**src/rtl/logic_acc_if.sv**
```systemverilog
// Operand/result handshake bundle for logic_acc.
// out_parity exists only when LOGIC_ACC_PARITY_EN is defined.
interface logic_acc_if #(
    parameter int unsigned SIZE  = 8,
    parameter int unsigned LEN_W = 4
);
    logic             in_valid;
    logic             in_ready;
    logic [SIZE-1:0]  in_a;
    logic [SIZE-1:0]  in_b;
    logic [1:0]       in_op;
    logic [LEN_W-1:0] in_len;
    logic             out_valid;
    logic             out_ready;
    logic [SIZE-1:0]  out_c;
    logic             out_zero;
    logic             busy;
`ifdef LOGIC_ACC_PARITY_EN
    logic             out_parity;
`endif

    modport master (
`ifdef LOGIC_ACC_PARITY_EN
        input  out_parity,
`endif
        output in_valid, in_a, in_b, in_op, in_len, out_ready,
        input  in_ready, out_valid, out_c, out_zero, busy
    );

    modport slave (
`ifdef LOGIC_ACC_PARITY_EN
        output out_parity,
`endif
        input  in_valid, in_a, in_b, in_op, in_len, out_ready,
        output in_ready, out_valid, out_c, out_zero, busy
    );
endinterface

```
**src/rtl/logic_acc.sv**
```systemverilog
// Registered bitwise logic unit (AND/OR/XOR/NOR) that folds a burst of beats into one result.
// Optional feature macro: LOGIC_ACC_PARITY_EN adds out_parity = ^out_c.
module logic_acc #(
    parameter int unsigned SIZE  = 8,
    parameter int unsigned LEN_W = 4
) (
    input  logic         clk,
    input  logic         rst_n,
    logic_acc_if.slave   bus
);
    localparam logic [1:0] S_IDLE = 2'd0;
    localparam logic [1:0] S_ACC  = 2'd1;
    localparam logic [1:0] S_OUT  = 2'd2;

    logic [1:0]       state_q, state_d;
    logic [SIZE-1:0]  acc_q,   acc_d;
    logic [LEN_W-1:0] cnt_q,   cnt_d;
    logic [1:0]       op_q,    op_d;
    logic             beat_c;
    logic [LEN_W-1:0] len_m1_c;

    function automatic logic [SIZE-1:0] apply_op(input logic [1:0] op,
                                                 input logic [SIZE-1:0] x,
                                                 input logic [SIZE-1:0] y);
        case (op)
            2'b00:   return x & y;
            2'b01:   return x | y;
            2'b10:   return x ^ y;
            default: return ~(x | y);
        endcase
    endfunction

    assign beat_c   = bus.in_valid && bus.in_ready;
    // A length of zero behaves as a single-beat burst.
    assign len_m1_c = (bus.in_len == '0) ? '0 : bus.in_len - LEN_W'(1);

    always_ff @(posedge clk or negedge rst_n) begin
        if (!rst_n) begin
            state_q <= S_IDLE;
            acc_q   <= '0;
            cnt_q   <= '0;
            op_q    <= '0;
        end else begin
            state_q <= state_d;
            acc_q   <= acc_d;
            cnt_q   <= cnt_d;
            op_q    <= op_d;
        end
    end

    always_comb begin
        state_d = state_q;
        acc_d   = acc_q;
        cnt_d   = cnt_q;
        op_d    = op_q;
        case (state_q)
            S_IDLE: begin
                if (beat_c) begin
                    acc_d   = apply_op(bus.in_op, bus.in_a, bus.in_b);
                    op_d    = bus.in_op;
                    cnt_d   = len_m1_c;
                    state_d = (len_m1_c == '0) ? S_OUT : S_ACC;
                end
            end
            S_ACC: begin
                // Later beats fold in_a only; in_b/in_op/in_len are ignored.
                if (beat_c) begin
                    acc_d = apply_op(op_q, acc_q, bus.in_a);
                    cnt_d = cnt_q - LEN_W'(1);
                    if (cnt_q == LEN_W'(1)) begin
                        state_d = S_OUT;
                    end
                end
            end
            S_OUT: begin
                if (bus.out_ready) begin
                    state_d = S_IDLE;
                end
            end
            default: state_d = S_IDLE;
        endcase
    end

    assign bus.in_ready  = (state_q != S_OUT);
    assign bus.out_valid = (state_q == S_OUT);
    assign bus.busy      = (state_q != S_IDLE);
    assign bus.out_c     = acc_q;
    assign bus.out_zero  = (acc_q == '0);

`ifdef LOGIC_ACC_PARITY_EN
    logic parity_q;

    // Tracks acc every cycle so it is stable whenever acc is.
    always_ff @(posedge clk or negedge rst_n) begin
        if (!rst_n) begin
            parity_q <= 1'b0;
        end else begin
            parity_q <= ^acc_d;
        end
    end

    assign bus.out_parity = parity_q;
`endif
endmodule

```
**src/flat_wrapper.sv**
```systemverilog
// flat-port wrapper written by rule: the top's interface ports become plain ports
module logic_acc_flat 
#(
    parameter int unsigned SIZE  = 8,
    parameter int unsigned LEN_W = 4
)
  (clk, rst_n, bus_in_valid, bus_in_a, bus_in_b, bus_in_op, bus_in_len, bus_out_ready, bus_in_ready, bus_out_valid, bus_out_c, bus_out_zero, bus_busy);
  logic_acc_if #(.SIZE(SIZE), .LEN_W(LEN_W)) bus_i ();
  input  logic clk;
  input  logic rst_n;
  input wire logic [$bits(bus_i.in_valid)-1:0] bus_in_valid;
  input wire logic [$bits(bus_i.in_a)-1:0] bus_in_a;
  input wire logic [$bits(bus_i.in_b)-1:0] bus_in_b;
  input wire logic [$bits(bus_i.in_op)-1:0] bus_in_op;
  input wire logic [$bits(bus_i.in_len)-1:0] bus_in_len;
  input wire logic [$bits(bus_i.out_ready)-1:0] bus_out_ready;
  output wire logic [$bits(bus_i.in_ready)-1:0] bus_in_ready;
  output wire logic [$bits(bus_i.out_valid)-1:0] bus_out_valid;
  output wire logic [$bits(bus_i.out_c)-1:0] bus_out_c;
  output wire logic [$bits(bus_i.out_zero)-1:0] bus_out_zero;
  output wire logic [$bits(bus_i.busy)-1:0] bus_busy;
  assign bus_i.in_valid = bus_in_valid;
  assign bus_i.in_a = bus_in_a;
  assign bus_i.in_b = bus_in_b;
  assign bus_i.in_op = bus_in_op;
  assign bus_i.in_len = bus_in_len;
  assign bus_i.out_ready = bus_out_ready;
  assign bus_in_ready = bus_i.in_ready;
  assign bus_out_valid = bus_i.out_valid;
  assign bus_out_c = bus_i.out_c;
  assign bus_out_zero = bus_i.out_zero;
  assign bus_busy = bus_i.busy;
  logic_acc #(.SIZE(SIZE), .LEN_W(LEN_W)) u_core (.clk(clk), .rst_n(rst_n), .bus(bus_i));
endmodule
```
**config.mk**
```make
export PLATFORM = sky130hd
export DESIGN_NAME = logic_acc_flat
export DESIGN_NICKNAME = d
export VERILOG_FILES = /design/src/rtl/logic_acc_if.sv /design/src/rtl/logic_acc.sv /design/src/flat_wrapper.sv
export SDC_FILE = /design/constraint.sdc
export NUM_CORES = 1
export LEC_CHECK = 0
export ABC_AREA = 1
export BUFFER_PORTS_ARGS = -buffer_cell sky130_fd_sc_hd__buf_2
export CORE_ASPECT_RATIO = 0.8
export CORE_MARGIN = 5
export CORE_UTILIZATION = 25
export CTS_BUF_LIST = sky130_fd_sc_hd__clkbuf_4
export DETAILED_ROUTE_END_ITERATION = 10
export GPL_TIMING_DRIVEN = 0
export HOLD_SLACK_MARGIN = 0.15
export PLACE_DENSITY = 0.56
export SLEW_MARGIN = 20
export SYNTH_ARGS = -nofsm -noshare
export SYNTH_HDL_FRONTEND = slang
export SYNTH_SLANG_ARGS = --single-unit
```
**constraint.sdc**
```tcl
create_clock -name clk -period 1.1 [get_ports clk]
set_input_delay 0.22 -clock clk [delete_from_list [all_inputs] [get_ports clk]]
set_output_delay 0.22 -clock clk [all_outputs]
set_load 0.01 [all_outputs]
```
== Yosys cells after proc, flatten, opt, wreduce, memory -nomap -nowiden ==
Index checks and enable logic that the tools add are counted.

* Register bits: 16
* Bits of input ports: 26
* Output and inout port bits: 12
* Logic and storage cells: 53

* Add/sub/neg operators: 2
* Equality and inequality tests: 12
* Muxes and demuxes: 15
* Bitwise operators: 8
* Reduce and logical (&&, ||, !) cells: 12

{| class="wikitable"
|+ Operators with widths
! operator !! number
|-
| case mux 8 bit (3 select lines) || 2
|-
| bitwise AND 8 bit || 2
|-
| two-way mux 8 bit || 2
|-
| NOT 8 bit || 2
|-
| bitwise OR 8 bit || 2
|-
| case mux 8 bit (2 select lines) || 1
|-
| bitwise XOR 8 bit || 2
|-
| two-way mux 4 bit || 3
|-
| two-way mux 2 bit || 5
|-
| logical NOT 4 bit || 2
|-
| logical NOT 8 bit || 1
|-
| case mux 4 bit (2 select lines) || 1
|-
| subtractor 4 x 1 -> 4 bit (second input constant) || 2
|-
| equality test 2 x 1 -> 1 bit (second input constant) || 3
|-
| equality test 2 bit (second input constant) || 3
|-
| logical NOT 2 bit || 3
|-
| inequality test 2 x 1 -> 1 bit (second input constant) || 3
|-
| case mux 2 bit (3 select lines) || 1
|-
| equality test 4 x 1 -> 1 bit (second input constant) || 1
|-
| inequality test 2 bit (second input constant) || 2
|-
| AND reduction 4 bit || 1
|-
| nonzero test 2 bit || 2
|-
| AND reduction 3 bit || 1
|-
| AND reduction 2 bit || 1
|-
| logical AND 1 bit || 1
|}

== Longest topological paths before layout ==
* Depth in word-level cells: 6
* Depth in mapped cells: 9
* Mapped depth without buffers: 9

== Worst setup path before layout ==
Ideal clock, no wire load.

* Kind: register to register
* Start point: reg u_core.acc_q[5], in the netlist u_core.bus.out_c[5]
* End point: reg u_core.acc_q[5], in the netlist u_core.bus.out_c[5]
* Setup time: 116 ps
* Arrival: 1150 ps
* Required time: 984 ps
* Path slack: -166 ps
* Stages on the path, launching flop included: 9
* Path buffers: 0
* Period minus slack after synthesis: 1266 ps
* Cells stage by stage: dfrtp_1 -> inv_1 -> ha_1 -> o21ai_0 -> nand3_1 -> nand2_1 -> nand2_1 -> nand2_1 -> nand2_1

* Cells in the longest elaborated chain, start to end: 5
* Elaborated cells on any way between the ends: 7
* Classes of those cells: mux: 3; bitwise: 4

{| class="wikitable"
|+ RTL lines
! element !! RTL line !! source
|-
| start, declared || logic_acc.sv:16 || <nowiki>logic [SIZE-1:0] acc_q, acc_d;</nowiki>
|-
| start signal, assigned || logic_acc.sv:40 || <nowiki>acc_q <= '0;</nowiki>
|-
| start signal, assigned || logic_acc.sv:45 || <nowiki>acc_q <= acc_d;</nowiki>
|-
| bitwise OR 8 bit || logic_acc.sv:27, logic_acc.sv:29 ||
|-
| NOT 8 bit || logic_acc.sv:29 || <nowiki>default: return ~(x | y);</nowiki>
|-
| case mux 8 bit (3 select lines) (*) || logic_acc.sv:25 || <nowiki>case (op)</nowiki>
|-
| two-way mux 8 bit (*) || logic_acc.sv:67 || <nowiki>if (beat_c) begin</nowiki>
|-
| case mux 8 bit (2 select lines) (*) || logic_acc.sv:56 || <nowiki>case (state_q)</nowiki>
|}

Mark *: on every way between the ends. The rest lies on a longest branch, timed or not. The select of a mux whose other input is x is not followed.
A chain may end at the register's enable or synchronous reset.

== Worst setup path after layout ==
* Start point: reg u_core.acc_q[7], in the netlist u_core.bus.out_c[7]
* End point: out bus_out_zero

* Cells in the longest elaborated chain, start to end: 1

{| class="wikitable"
|+ RTL lines
! element !! RTL line !! source
|-
| logical NOT 8 bit || logic_acc.sv:88 || <nowiki>assign bus.out_zero = (acc_q == '0);</nowiki>
|-
| end, declared || flat_wrapper.sv:20 || <nowiki>output wire logic [$bits(bus_i.out_zero)-1:0] bus_out_zero;</nowiki>
|}

No other way between the ends.

==> metrics.txt <==
insertion delay to the later sink of the worst-skew pair=0.29 ns; Clk pwr share=5.2%; boundary pin count=38; Slew HR=74.41%; Root Driver=clkbuf_4; status=finished, violations left; Top delay family on crit path=flip-flops; clock tree buffer depth=2; antenna violations before repair=0; Layout fillers=785; area delta synth->final=46.58%; DRT iter0 DRCs=94; Switching Share=48.36%; register area share after synthesis=around 21%; Slew @ Worst Pin=0.3834 ns; Syn. warnings=0; post-route setup TNS=-3.372 ns; Net Sw Power=between 0.003 and 0.004 W; PwrDens=2197 nW/µm²; first-pass GRT wire length=9860 µm; Final HPWL DP=4241 µm; fmax=between 600 and 700 MHz; Synth top cells by count=89 x nand2_1, 56 x inv_1, 35 x nand3_1; Synth area leaders=ha_1 22%, dfrtp_1 21%, nand2_1 17%; Critical Path Fanout Max=2; chip width=108.4 µm; fin util=38.04%; residual DRC count=0; Final Skew=between 0.005 and 0.006 ns; flops & latches, synth=16; dpl cells=446; routed length per instance=around 13 µm; Post-DRT Antenna Nets=0; DRT Pass-1 Iters=4; failing checks=setup timing; vias after detailed routing=2077; CTS tree=done; die area=9619 µm²; Pleak=1.512 nW; CP cell instances=inv_2 > nand4_1 > nor3_2 > buf_2; post-route minimum period=1.505 ns; Num CTS Buffers=3; Startpoint Class=register; Worst Slack Setup Final=-0.4049 ns; share of cells above drive strength 1=35.41%; maximum vdd drop=about 0.00077 V; most frequent cell after synthesis=nand2_1; worst path bufs/invs=2; Post-Place Setup Slack=-0.2399 ns; Synth area leader=ha_1; combinational power share=around 76%; syn_nets=~360; most common flop cell mapped by yosys=dfrtp_1; number of synthesized flops with an enable pin=0; slowest cell on the critical path=dfrtp_1; final wirelength=5978 µm; critical path endpoint category=primary output; Synth Instances=304; CTS sink cnt=16; Synth Cell Area=roughly 1900 µm²; CORE AREA=7462 µm²; Post-synth ARST share=100.0%; WP data arrival=roughly 1.3 ns; grt ovf=0; Tcrit/Tclk final=136.8%; drt via density=4.373; largest net degree at the start of global routing=17; vias in the first global route=2133; Reg clk slew, reported paths=about 0.1 ns; type of the worst min-delay path=primary input to register; P_int=~0.0032 W; port bufs=37; fin. max-slew vios=0; CP required=between 0.8 and 0.9 ns; final std cells w/o fill=475; Reg area=approximately 410 µm²; overall die height=between 80 and 90 µm; Final Hold Fails=0; max-cap violations=0; ANT cells=0; final-stage net count=431; H-tree level count=1; crit-path max cell delay=~0.42 ns; Mean Syn Cell Area=6.371 µm²; Multi-input gate area=~1500 µm²; Crit Path Category=register to primary output; RSZ-0062 raised after global routing=yes; Final Setup Violations=26; Cell variety after synth=22; Synth top area share=21.96%; routability cong.=~0.78; GRT Overall Usage=12.83%; initial core utilization=25.96%; Rows=28; Flop pwr share=19.3%
==> area by class of cell <==
type	instances	area share [%]
Clock inverter	1	0.1322
Sequential cell	16	14.28
Multi-Input combinational cell	220	51.26
Tap cell	105	4.628
Inverter	60	8.462
Clock buffer	3	0.7933
Timing Repair Buffer	62	17.67
Buffer	8	2.777
==> layer usage <==
layer	part of all wire, %	wire [µm]	global-route usage, %	up-vias
li1	-	-	-	1094
met1	47	2806	16.37	944
met2	47	2823	22.32	35
met3	5.1	302	3.428	4
met4	0.75	45	1.835	0
met5	0	0	0	-
==> registers in the layout, indices dropped and copies added, names as in the netlist <==
register / flops
u_core.op_q: 2
u_core.cnt_q: 4
u_core.state_q: 2
u_core.bus.out_c: 8
==> metrics by stage <==
stage,cell area (µm²),total power [W],hold slack (ns)
after floorplan,1949,0.003237,-0.07559
after global placement,2266,0.004106,0.1671
after detailed placement,2266,0.004158,0.1715
after CTS,2726,0.005969,0.2329
after global routing,2839,0.006843,0.2347
final,2839,0.006236,0.2280
==> placed cells by master (no fill, tap or decap), types with 2 or more instances in the layout <==
cell type	instances
o21ai_1	8
a21oi_1	9
clkbuf_4	3
buf_6	26
nor2_4	2
a21oi_2	11
inv_1	45
buf_8	2
o21ai_0	11
dfrtp_2	4
nor2_2	3
ha_4	4
nand2_2	4
dfrtp_1	12
inv_2	11
ha_1	29
nand3_1	33
inv_4	2
nand2_4	4
nand2_1	83
o21ai_2	6
buf_2	32
buf_4	8
nor2_1	5
==> cells by family (layout without fill, tap and decap cells) <==
group,Yosys count,count (layout),synth area share [%]
simple gates,138,138,29.97
buf+inv,68,134,14.53
fa+ha+maj,34,34,21.96
flops,16,16,20.67
compound gates,48,48,12.86
==> power groups by stage <==
stage | clock network (W) | registers, W | logic, W
finish | 0.000327 | 0.00120 | 0.00471
global placement | 0 | 0.00123 | 0.00288
detailed placement | 0 | 0.00122 | 0.00294
global route | 0.000365 | 0.00125 | 0.00523
floorplan | 0 | 0.00118 | 0.00206
CTS | 0.000334 | 0.00117 | 0.00446
==> repair_timing <==
action / CTS / global route
resized for setup: 60 / 41
pin swaps: 21 / 34
cloned: 4 / 0
hold buffers: 1 / 0
setup buffers: 20 / 6
endpoints found under the setup margin: 26 / 27
hold endpoints to repair: 16 / 0
==> path summary, 6_finish.rpt <==
| check | slack (ns) | start | cells past startpoint | to |
|---|---|---|---|---|
| max | -0.40 | u_core.bus.out_c[7] | 4 | bus_out_zero |
| min | 0.23 | bus_in_len[0] | 4 | u_core.cnt_q[0] |
| max reg2reg | -0.20 | u_core.bus.out_c[7] | 9 | u_core.bus.out_c[7] |
| min reg2reg | 0.51 | u_core.cnt_q[2] | 2 | u_core.cnt_q[2] |
| max in group asynchronous | 0.43 | rst_n | 2 | u_core.op_q[0] |
| min in group asynchronous | 0.37 | rst_n | 2 | u_core.state_q[1] |
==> tightest hold or removal path, stage by stage <==
cell and delay (ns):
buf_2 0.11, o22ai_2 0.06, nand2_1 0.06, nand2_1 0.04
Note: power is estimated with default switching activity, not from simulation.
